## config.mk

```make
export PLATFORM = sky130hd
export DESIGN_NAME = dsp_mac_nch
export DESIGN_NICKNAME = d
export VERILOG_FILES = /design/src/rtl/dsp_mac_nch.sv
export SDC_FILE = /design/constraint.sdc
export NUM_CORES = 2
export LEC_CHECK = 0
export CAP_MARGIN = 15
export CORE_UTILIZATION = 40
export CTS_BUF_LIST = sky130_fd_sc_hd__clkbuf_8 sky130_fd_sc_hd__clkbuf_16
export DETAILED_ROUTE_END_ITERATION = 6
export PLACE_DENSITY = 0.58
export SLEW_MARGIN = 5
export SYNTH_ARGS = -nofsm -noshare
export SYNTH_HDL_FRONTEND = slang
export SYNTH_SLANG_ARGS = --single-unit
```

## constraint.sdc

```tcl
create_clock -name CLK -period 7.04 [get_ports CLK]
set_input_delay 1.408 -clock CLK [delete_from_list [all_inputs] [get_ports CLK]]
set_output_delay 1.408 -clock CLK [all_outputs]
set_load 0.02 [all_outputs]
```

## src/rtl/dsp_mac_nch.sv

```systemverilog
`default_nettype none
// ============================================================================
// Module   : dsp_mac_nch
// Purpose  : Three-stage pipelined signed multiply-accumulate slice with a
//            bank of CHANNELS independent accumulators and valid/ready flow
//            control. Every beat carries its own channel tag and mode.
//              S1: register operands and the pre-adder result
//              S2: register the product
//              S3: accumulator read-modify-write, registered outputs
// Ports    : CLK, RST_N (async active-low), CLR (sync clear of all accs)
//            in_valid/in_ready, in_ch, in_a, in_b, in_d, in_c, in_mode
//              in_mode[0] pre-add enable, [1] pre-subtract (D-B),
//              [2] load (old acc treated as 0), [3] post-subtract
//            out_valid/out_ready, out_ch, out_p, out_ovf
// Macro    : SAT_EN - when defined, overflowing results are clamped to the
//            signed max/min of ACC_WIDTH instead of wrapping.
// Revision : 1.0 - initial release
// ============================================================================
module dsp_mac_nch #(
    parameter int A_WIDTH   = 18,
    parameter int B_WIDTH   = 18,
    parameter int C_WIDTH   = 48,
    parameter int ACC_WIDTH = 48,
    parameter int CHANNELS  = 4,
    parameter int CH_W      = $clog2(CHANNELS)
) (
    input  logic                 CLK,
    input  logic                 RST_N,
    input  logic                 CLR,
    input  logic                 in_valid,
    output logic                 in_ready,
    input  logic [CH_W-1:0]      in_ch,
    input  logic [A_WIDTH-1:0]   in_a,
    input  logic [B_WIDTH-1:0]   in_b,
    input  logic [B_WIDTH-1:0]   in_d,
    input  logic [C_WIDTH-1:0]   in_c,
    input  logic [3:0]           in_mode,
    output logic                 out_valid,
    input  logic                 out_ready,
    output logic [CH_W-1:0]      out_ch,
    output logic [ACC_WIDTH-1:0] out_p,
    output logic                 out_ovf
);

    localparam int c_PB_W = B_WIDTH + 1;
    localparam int c_M_W  = A_WIDTH + B_WIDTH + 1;
    localparam int c_S_W  = ACC_WIDTH + 2;
    localparam logic [CH_W:0] c_NUM_CH = (CH_W+1)'(CHANNELS);

    // ------------------------------------------------------------------
    // State
    // ------------------------------------------------------------------
    logic                  s1_valid_q, s1_valid_d;
    logic [CH_W-1:0]       s1_ch_q, s1_ch_d;
    logic [A_WIDTH-1:0]    s1_a_q, s1_a_d;
    logic [c_PB_W-1:0]     s1_pb_q, s1_pb_d;
    logic [C_WIDTH-1:0]    s1_c_q, s1_c_d;
    logic                  s1_load_q, s1_load_d;
    logic                  s1_psub_q, s1_psub_d;

    logic                  s2_valid_q, s2_valid_d;
    logic [CH_W-1:0]       s2_ch_q, s2_ch_d;
    logic [c_M_W-1:0]      s2_m_q, s2_m_d;
    logic [C_WIDTH-1:0]    s2_c_q, s2_c_d;
    logic                  s2_load_q, s2_load_d;
    logic                  s2_psub_q, s2_psub_d;

    logic                  s3_valid_q, s3_valid_d;
    logic [CH_W-1:0]       out_ch_q, out_ch_d;
    logic [ACC_WIDTH-1:0]  out_p_q, out_p_d;
    logic                  out_ovf_q, out_ovf_d;

    logic [ACC_WIDTH-1:0]  acc_q [CHANNELS];
    logic [ACC_WIDTH-1:0]  acc_d [CHANNELS];

    // ------------------------------------------------------------------
    // Combinational datapath
    // ------------------------------------------------------------------
    logic                  w_advance;
    logic [c_PB_W-1:0]     w_b_ext, w_d_ext, w_pb;
    logic signed [c_M_W-1:0] w_a_ext, w_pb_ext, w_m;
    logic                  w_ch_ok;
    logic [ACC_WIDTH-1:0]  w_old;
    logic [c_S_W-1:0]      w_old_ext, w_m_ext, w_c_ext, w_addend, w_sum;
    logic                  w_ovf;
    logic [ACC_WIDTH-1:0]  w_res;

    // The whole pipe moves as one; a full S3 that is not being drained
    // freezes every stage.
    assign w_advance = !s3_valid_q || out_ready;
    assign in_ready  = w_advance;

    assign w_b_ext = {in_b[B_WIDTH-1], in_b};
    assign w_d_ext = {in_d[B_WIDTH-1], in_d};

    always_comb begin
        w_pb = w_b_ext;
        if (in_mode[0]) begin
            w_pb = in_mode[1] ? (w_d_ext - w_b_ext) : (w_d_ext + w_b_ext);
        end
    end

    assign w_a_ext  = {{(c_M_W-A_WIDTH){s1_a_q[A_WIDTH-1]}}, s1_a_q};
    assign w_pb_ext = {{(c_M_W-c_PB_W){s1_pb_q[c_PB_W-1]}}, s1_pb_q};
    assign w_m      = w_a_ext * w_pb_ext;

    assign w_ch_ok = ({1'b0, s2_ch_q} < c_NUM_CH);

    // A clear on the same edge as the write means the write starts from 0.
    assign w_old = (s2_load_q || CLR || !w_ch_ok) ? '0 : acc_q[s2_ch_q];

    // Two guard bits are enough: |old| + |m| + |C| < 2^(ACC_WIDTH+1).
    assign w_old_ext = {{2{w_old[ACC_WIDTH-1]}}, w_old};
    assign w_m_ext   = {{(c_S_W-c_M_W){s2_m_q[c_M_W-1]}}, s2_m_q};
    assign w_c_ext   = {{(c_S_W-C_WIDTH){s2_c_q[C_WIDTH-1]}}, s2_c_q};
    assign w_addend  = w_m_ext + w_c_ext;
    assign w_sum     = s2_psub_q ? (w_old_ext - w_addend) : (w_old_ext + w_addend);

    // Fits in ACC_WIDTH signed only if the top three bits agree.
    assign w_ovf = (w_sum[c_S_W-1:ACC_WIDTH-1] != {3{w_sum[c_S_W-1]}});

`ifdef SAT_EN
    always_comb begin
        w_res = w_sum[ACC_WIDTH-1:0];
        if (w_ovf) begin
            w_res = w_sum[c_S_W-1] ? {1'b1, {(ACC_WIDTH-1){1'b0}}}
                                   : {1'b0, {(ACC_WIDTH-1){1'b1}}};
        end
    end
`else
    assign w_res = w_sum[ACC_WIDTH-1:0];
`endif

    // ------------------------------------------------------------------
    // Next-state logic
    // ------------------------------------------------------------------
    always_comb begin
        s1_valid_d = s1_valid_q;
        s1_ch_d    = s1_ch_q;
        s1_a_d     = s1_a_q;
        s1_pb_d    = s1_pb_q;
        s1_c_d     = s1_c_q;
        s1_load_d  = s1_load_q;
        s1_psub_d  = s1_psub_q;
        s2_valid_d = s2_valid_q;
        s2_ch_d    = s2_ch_q;
        s2_m_d     = s2_m_q;
        s2_c_d     = s2_c_q;
        s2_load_d  = s2_load_q;
        s2_psub_d  = s2_psub_q;
        s3_valid_d = s3_valid_q;
        out_ch_d   = out_ch_q;
        out_p_d    = out_p_q;
        out_ovf_d  = out_ovf_q;

        if (w_advance) begin
            s1_valid_d = in_valid;
            if (in_valid) begin
                s1_ch_d   = in_ch;
                s1_a_d    = in_a;
                s1_pb_d   = w_pb;
                s1_c_d    = in_c;
                s1_load_d = in_mode[2];
                s1_psub_d = in_mode[3];
            end

            s2_valid_d = s1_valid_q;
            if (s1_valid_q) begin
                s2_ch_d   = s1_ch_q;
                s2_m_d    = w_m;
                s2_c_d    = s1_c_q;
                s2_load_d = s1_load_q;
                s2_psub_d = s1_psub_q;
            end

            s3_valid_d = s2_valid_q;
            if (s2_valid_q) begin
                out_ch_d  = s2_ch_q;
                out_p_d   = w_ch_ok ? w_res : '0;
                out_ovf_d = w_ch_ok && w_ovf;
            end
        end
    end

    always_comb begin
        for (int i = 0; i < CHANNELS; i++) begin
            acc_d[i] = CLR ? '0 : acc_q[i];
        end
        if (w_advance && s2_valid_q && w_ch_ok) begin
            acc_d[s2_ch_q] = w_res;
        end
    end

    // ------------------------------------------------------------------
    // Registers
    // ------------------------------------------------------------------
    always_ff @(posedge CLK or negedge RST_N) begin
        if (!RST_N) begin
            s1_valid_q <= 1'b0;
            s1_ch_q    <= '0;
            s1_a_q     <= '0;
            s1_pb_q    <= '0;
            s1_c_q     <= '0;
            s1_load_q  <= 1'b0;
            s1_psub_q  <= 1'b0;
            s2_valid_q <= 1'b0;
            s2_ch_q    <= '0;
            s2_m_q     <= '0;
            s2_c_q     <= '0;
            s2_load_q  <= 1'b0;
            s2_psub_q  <= 1'b0;
            s3_valid_q <= 1'b0;
            out_ch_q   <= '0;
            out_p_q    <= '0;
            out_ovf_q  <= 1'b0;
            for (int i = 0; i < CHANNELS; i++) begin
                acc_q[i] <= '0;
            end
        end else begin
            s1_valid_q <= s1_valid_d;
            s1_ch_q    <= s1_ch_d;
            s1_a_q     <= s1_a_d;
            s1_pb_q    <= s1_pb_d;
            s1_c_q     <= s1_c_d;
            s1_load_q  <= s1_load_d;
            s1_psub_q  <= s1_psub_d;
            s2_valid_q <= s2_valid_d;
            s2_ch_q    <= s2_ch_d;
            s2_m_q     <= s2_m_d;
            s2_c_q     <= s2_c_d;
            s2_load_q  <= s2_load_d;
            s2_psub_q  <= s2_psub_d;
            s3_valid_q <= s3_valid_d;
            out_ch_q   <= out_ch_d;
            out_p_q    <= out_p_d;
            out_ovf_q  <= out_ovf_d;
            for (int i = 0; i < CHANNELS; i++) begin
                acc_q[i] <= acc_d[i];
            end
        end
    end

    assign out_valid = s3_valid_q;
    assign out_ch    = out_ch_q;
    assign out_p     = out_p_q;
    assign out_ovf   = out_ovf_q;

endmodule
`default_nettype wire

```

# ---- After elaboration in Yosys (flattened, before gate mapping)
# Index checks and enable logic that the tools add are counted.
dict set report totals {
  ff_bits 424
  input_bits 113
}
dict set report classes {
  n_addsub 5
  n_mul 1
  n_lt_le_gt_ge 2
  eq_ne 1
  muxes 15
  bitwise_logic 1
  reduce_logical 8
}
# operator count
set op_table {}
lappend op_table {{$mux W48} 8}
lappend op_table {{$bwmux W192} 1}
lappend op_table {{$mux W192} 1}
lappend op_table {{$bmux W48 S2} 1}
lappend op_table {{$demux W48 S2} 1}
lappend op_table {{$add A48 B49 Y50} 1}
lappend op_table {{$mux W50} 1}
lappend op_table {{$sub A48 B49 Y50} 1}
lappend op_table {{$add A37 B48 Y49} 1}
lappend op_table {{$mux W19} 2}
lappend op_table {{$mul A18 B19 Y37} 1}
lappend op_table {{$add A18 B18 Y19} 1}
lappend op_table {{$sub A18 B18 Y19} 1}
lappend op_table {{$reduce_and A2 Y1} 3}
lappend op_table {{$ge A3 B3 Y1 const B} 1}
lappend op_table {{$lt A3 B1 Y1 const B} 1}
lappend op_table {{$not A2 Y3} 1}
lappend op_table {{$logic_and A1 B1 Y1} 2}
lappend op_table {{$logic_or A1 B1 Y1} 2}
lappend op_table {{$ne A2 B2 Y1} 1}
lappend op_table {{$logic_not A1 Y1} 1}

# ---- Depth between registers and ports, before layout
dict set report logic_depth {
  word_depth 9
  ltp_mapped 30
  mapped_depth_nobuf 30
}

# ---- Worst setup path before layout
# Ideal clock, no wire load.
dict set report synth_path {
  kind {register to register}
  start {reg s1_pb_q[10]}
  end {reg s2_m_q[36]}
  t_arrival_ns 6.803
  slack_ns 0.103
  path_stages_with_launch 25
  synth_period_minus_slack_ns 6.937
  path_cell_list {dfrtp_1 > clkbuf_1 > clkbuf_1 > nand2_1 > fa_1 > inv_1 > fa_1 > inv_1 > fa_1 > fa_1 > inv_1 > fa_1 > fa_1 > ha_1 > a21o_1 > a2111oi_0 > o211ai_1 > a311oi_1 > o21ai_1 > a221o_1 > a41oi_1 > a21oi_1 > a21oi_1 > xnor2_1 > o21ai_0}
}
dict set report synth_via {
  elab_chain_len 1
}
# item line
set synth_rtl {}
lappend synth_rtl {{start: declaration} 56} ;# logic [c_PB_W-1:0] s1_pb_q, s1_pb_d;
lappend synth_rtl {{start signal: assignment} 223} ;# s1_pb_q <= s1_pb_d;
lappend synth_rtl {{$mul A18 B19 Y37} 105} ;# assign w_m = w_a_ext * w_pb_ext;
lappend synth_rtl {{end signal: assignment} 229} ;# s2_m_q <= s2_m_d;
lappend synth_rtl {{end: declaration} 63} ;# logic [c_M_W-1:0] s2_m_q, s2_m_d;
# No other way between the ends.
# A chain may end at the register's enable or synchronous reset.

# ---- Worst setup path after layout
dict set report layout_path {
  start {reg s2_m_q[0]}
  end {reg out_ovf_q (netlist: out_ovf)}
}
dict set report layout_via {
  elab_chain_len 4
}
# item line
set layout_rtl {}
lappend layout_rtl {{$add A37 B48 Y49 (*)} 116} ;# assign w_addend = w_m_ext + w_c_ext;
lappend layout_rtl {{$add A48 B49 Y50 / $sub A48 B49 Y50 (equally long branches)} 117} ;# assign w_sum = s2_psub_q ? (w_old_ext - w_addend) : (w_old_ext + w_addend);
lappend layout_rtl {{$mux W50 (*)} 117}
lappend layout_rtl {{$ne A2 B2 Y1 (*)} 120} ;# assign w_ovf = (w_sum[c_S_W-1:ACC_WIDTH-1] != {3{w_sum[c_S_W-1]}});
lappend layout_rtl {{end signal: assignment} 236} ;# out_ovf_q <= out_ovf_d;
lappend layout_rtl {{end: declaration} 71} ;# logic out_ovf_q, out_ovf_d;
# Mark *: on every way between the ends. The rest lies on a longest branch, timed or not.

==> results by group <==
Critical path
  • CP arrival: 7.25 ns
  • Worst Setup Start Kind: register
  • Worst setup path class: reg2reg
  • WP data required: 7.54 ns
  • Slowest-stage cell, CP: or4_1
  • Most frequent cell on the critical path: a21oi_1
  • Max FO, Critical Path: 7
  • CP Capture Type: register
  • Critical Path Max Stage Delay: 0.54 ns

Floorplan
  • CORE AREA: 93700 um2
  • IO Pins: 166
  • Die area: 96200 um2
  • Initial core utilization: 40.5%
  • Die height: 310 um
  • Row Count: 112
  • Die Span X: 310 um

Run
  • Max Cap Viol: 0

Route
  • Post-route ant nets: 0
  • Total Wirelength: 97700 um
  • WL per Instance: 17.7 um
  • First-pass DRT Iterations: 5
  • Iter 0 DRT Violations: 1641
  • DR DRC count: 0
  • Via Count: 28772
  • Drt via density: 5.20

STA
  • Final Hold Vio Count: 0
  • Slew @ Worst Pin: 1.06 ns
  • Relative max-transition margin: 28.8%
  • Final Worst Setup Slack: 0.290 ns
  • Unrepaired setup endpoints after global routing: yes
  • Fmax: 148 MHz
  • Final period util: 95.9%
  • Final setup viols: 0
  • Clk_skew: 0.0128 ns
  • Fin crit period: 6.75 ns
  • Final Max Tran Viols: 0

Cells and area
  • Filler cells: 9001
  • Share of cells above drive strength 1: 8.86%
  • P&R area growth vs syn: 13.3%
  • Register area: 10600 um2
  • Multi-input logic area: 25200 um2
  • Inserted Diodes: 0
  • Layout Utilization: 45.9%
  • NumNets Final: 4908

Worst hold path
  • Min-Delay Path Class: reg2reg

Yosys
  • Top-area cell type share of the netlist area: 27.9%
  • Top cell type by total area after synthesis: dfrtp_1
  • Post-synthesis register bit count: 424
  • Mean Syn Cell Area: 9.15 um2
  • Most common cell in the synthesized netlist: nand2_1
  • Ys flop type: dfrtp_1
  • Top cells by count, synth: nand2_1, dfrtp_1, inv_1
  • Register area share after synthesis: 27.9%
  • Syn_nets: 4826
  • EDFF count, synth: 0
  • Synthesized cell area: 38000 um2
  • Dominant cells by area after synthesis: dfrtp_1, fa_1, nand2_1
  • Unique cell type count in the Yosys netlist: 87
  • Yosys warning count: 0
  • Cells after synthesis: 4153
  • Ys async rst share: 100%

Clocking
  • CTS Buffer Depth: 3
  • TritonCTS clock tree: done
  • Depth of the CTS H-tree: 2
  • Skew-Pair Late Insertion Delay: 0.62 ns
  • Root Driver: clkbuf_16
  • Worst-path clk slew: 0.06 ns
  • Count of clock tree sinks: 424
  • Inserted Clock Buffers: 52

Global routing
  • Largest net degree at the start of global routing: 141
  • GR Util All Layers: 20.8%
  • Overflow after GRT: 0
  • Initial antenna violation count: 0
  • Number of global-route vias before repair: 29798
  • Global-route wire length before repair: 160000 um

Placed design
  • Place WS: -0.0313 ns
  • Routability cong.: 0.862
  • HPWL Detailed: 74300 um
  • PortBufs: 165

Run status
  • Run status: finished, final reports clean
==> critical path: cells and delay by family (launching register included) <==
kind / cells / cell delay [ns]
buf+inv: 2 / 0.26
fa+ha+maj: 3 / 0.84
flops: 1 / 0.39
compound gates: 11 / 2.52
simple gates: 11 / 2.23
xor+xnor: 2 / 0.38
==> repair_timing <==
action / 4_1_cts / 5_1_grt
setup endpoints to repair: 2 / 55
hold buffers: 0 / 0
gates resized for setup: 1 / 34
hold endpoints to repair: 0 / 0
pin swaps: 0 / 11
buffers inserted: 0 / 7
==> final cells by class <==
| class | count | share of cell area, % |
|---|---|---|
| multi-input combinational | 3096 | 58.5 |
| inverter | 400 | 3.49 |
| clock buffer | 62 | 3.34 |
| timing repair buffer | 261 | 5.58 |
| clock inverter | 35 | 0.767 |
| tap | 1254 | 3.64 |
| sequential | 424 | 24.7 |
==> path summary, 6_finish.rpt <==
kind                             from          to  slack [ns]  cells after the start
min reg2reg                s1_c_q[46]  s1_c_q[46]        0.47                      2
min in group asynchronous       RST_N   out_p[11]        0.81                      1
max                         s2_m_q[0]     out_ovf        0.29                     29
max in group asynchronous       RST_N  s2_ch_q[0]        4.75                      2
min                        s1_c_q[46]  s1_c_q[46]        0.47                      2
max reg2reg                 s2_m_q[0]     out_ovf        0.29                     29
==> state kept, by name, indices dropped and copies added (netlist names), 2 cells and up <==
register	count
s2_m_q	37
s2_ch_q	2
out_p	48
s1_ch_q	2
s1_a_q	18
s1_pb_q	19
acc_q	192
out_ch	2
s1_c_q	48
s2_c_q	48
==> layer usage <==
metal	vias to the layer above	wire [um]	global-route usage, %	part of all wire [%]
met5	-	0	0	0
met4	0	2270	5.21	2.3
met3	120	4670	3.12	4.8
met2	545	45600	34.3	47
met1	14197	45100	28.6	46
li1	13910	-	-	-
==> cell usage in the layout (no fill, tap or decap), types with 138 or more instances in the layout <==
cell             count
ha_1               209
nand2_1            753
a21oi_1            172
dfrtp_1            416
fa_1               347
clkdlybuf4s50_1    163
inv_1              406
and2_1             174
nor2_1             138
nand3b_1           193
o21ai_0            285
==> kinds of logic after synthesis <==
| family | count (synthesis) | share of synthesized area [%] |
|---|---|---|
| muxes | 119 | 4.91 |
| AOI/OAI and AO/OA | 726 | 11.7 |
| buffers and inverters | 633 | 6.27 |
| DFF | 424 | 27.9 |
| xor gates and xnor gates | 190 | 4.38 |
| adders and majority gates | 560 | 25.3 |
| and+or+nand+nor | 1501 | 19.5 |
==> through the flow <==
stage / instance area (um2) / instances / TNS, ns / hold slack (ns)
finish: 43000 / 5532 / 0 / 0.469
global route: 43000 / 5532 / -0.0763 / 0.496
CTS: 42800 / 5525 / 0 / 0.478
detailed placement: 41100 / 5428 / -0.0374 / 0.461
global placement: 41100 / 5428 / 0 / 0.458
floorplan: 38000 / 4153 / 0 / 0.442
Power is left out: the tool's default activity adds up to more than one toggle a clock period on the data nets, which glitch-free logic cannot reach.
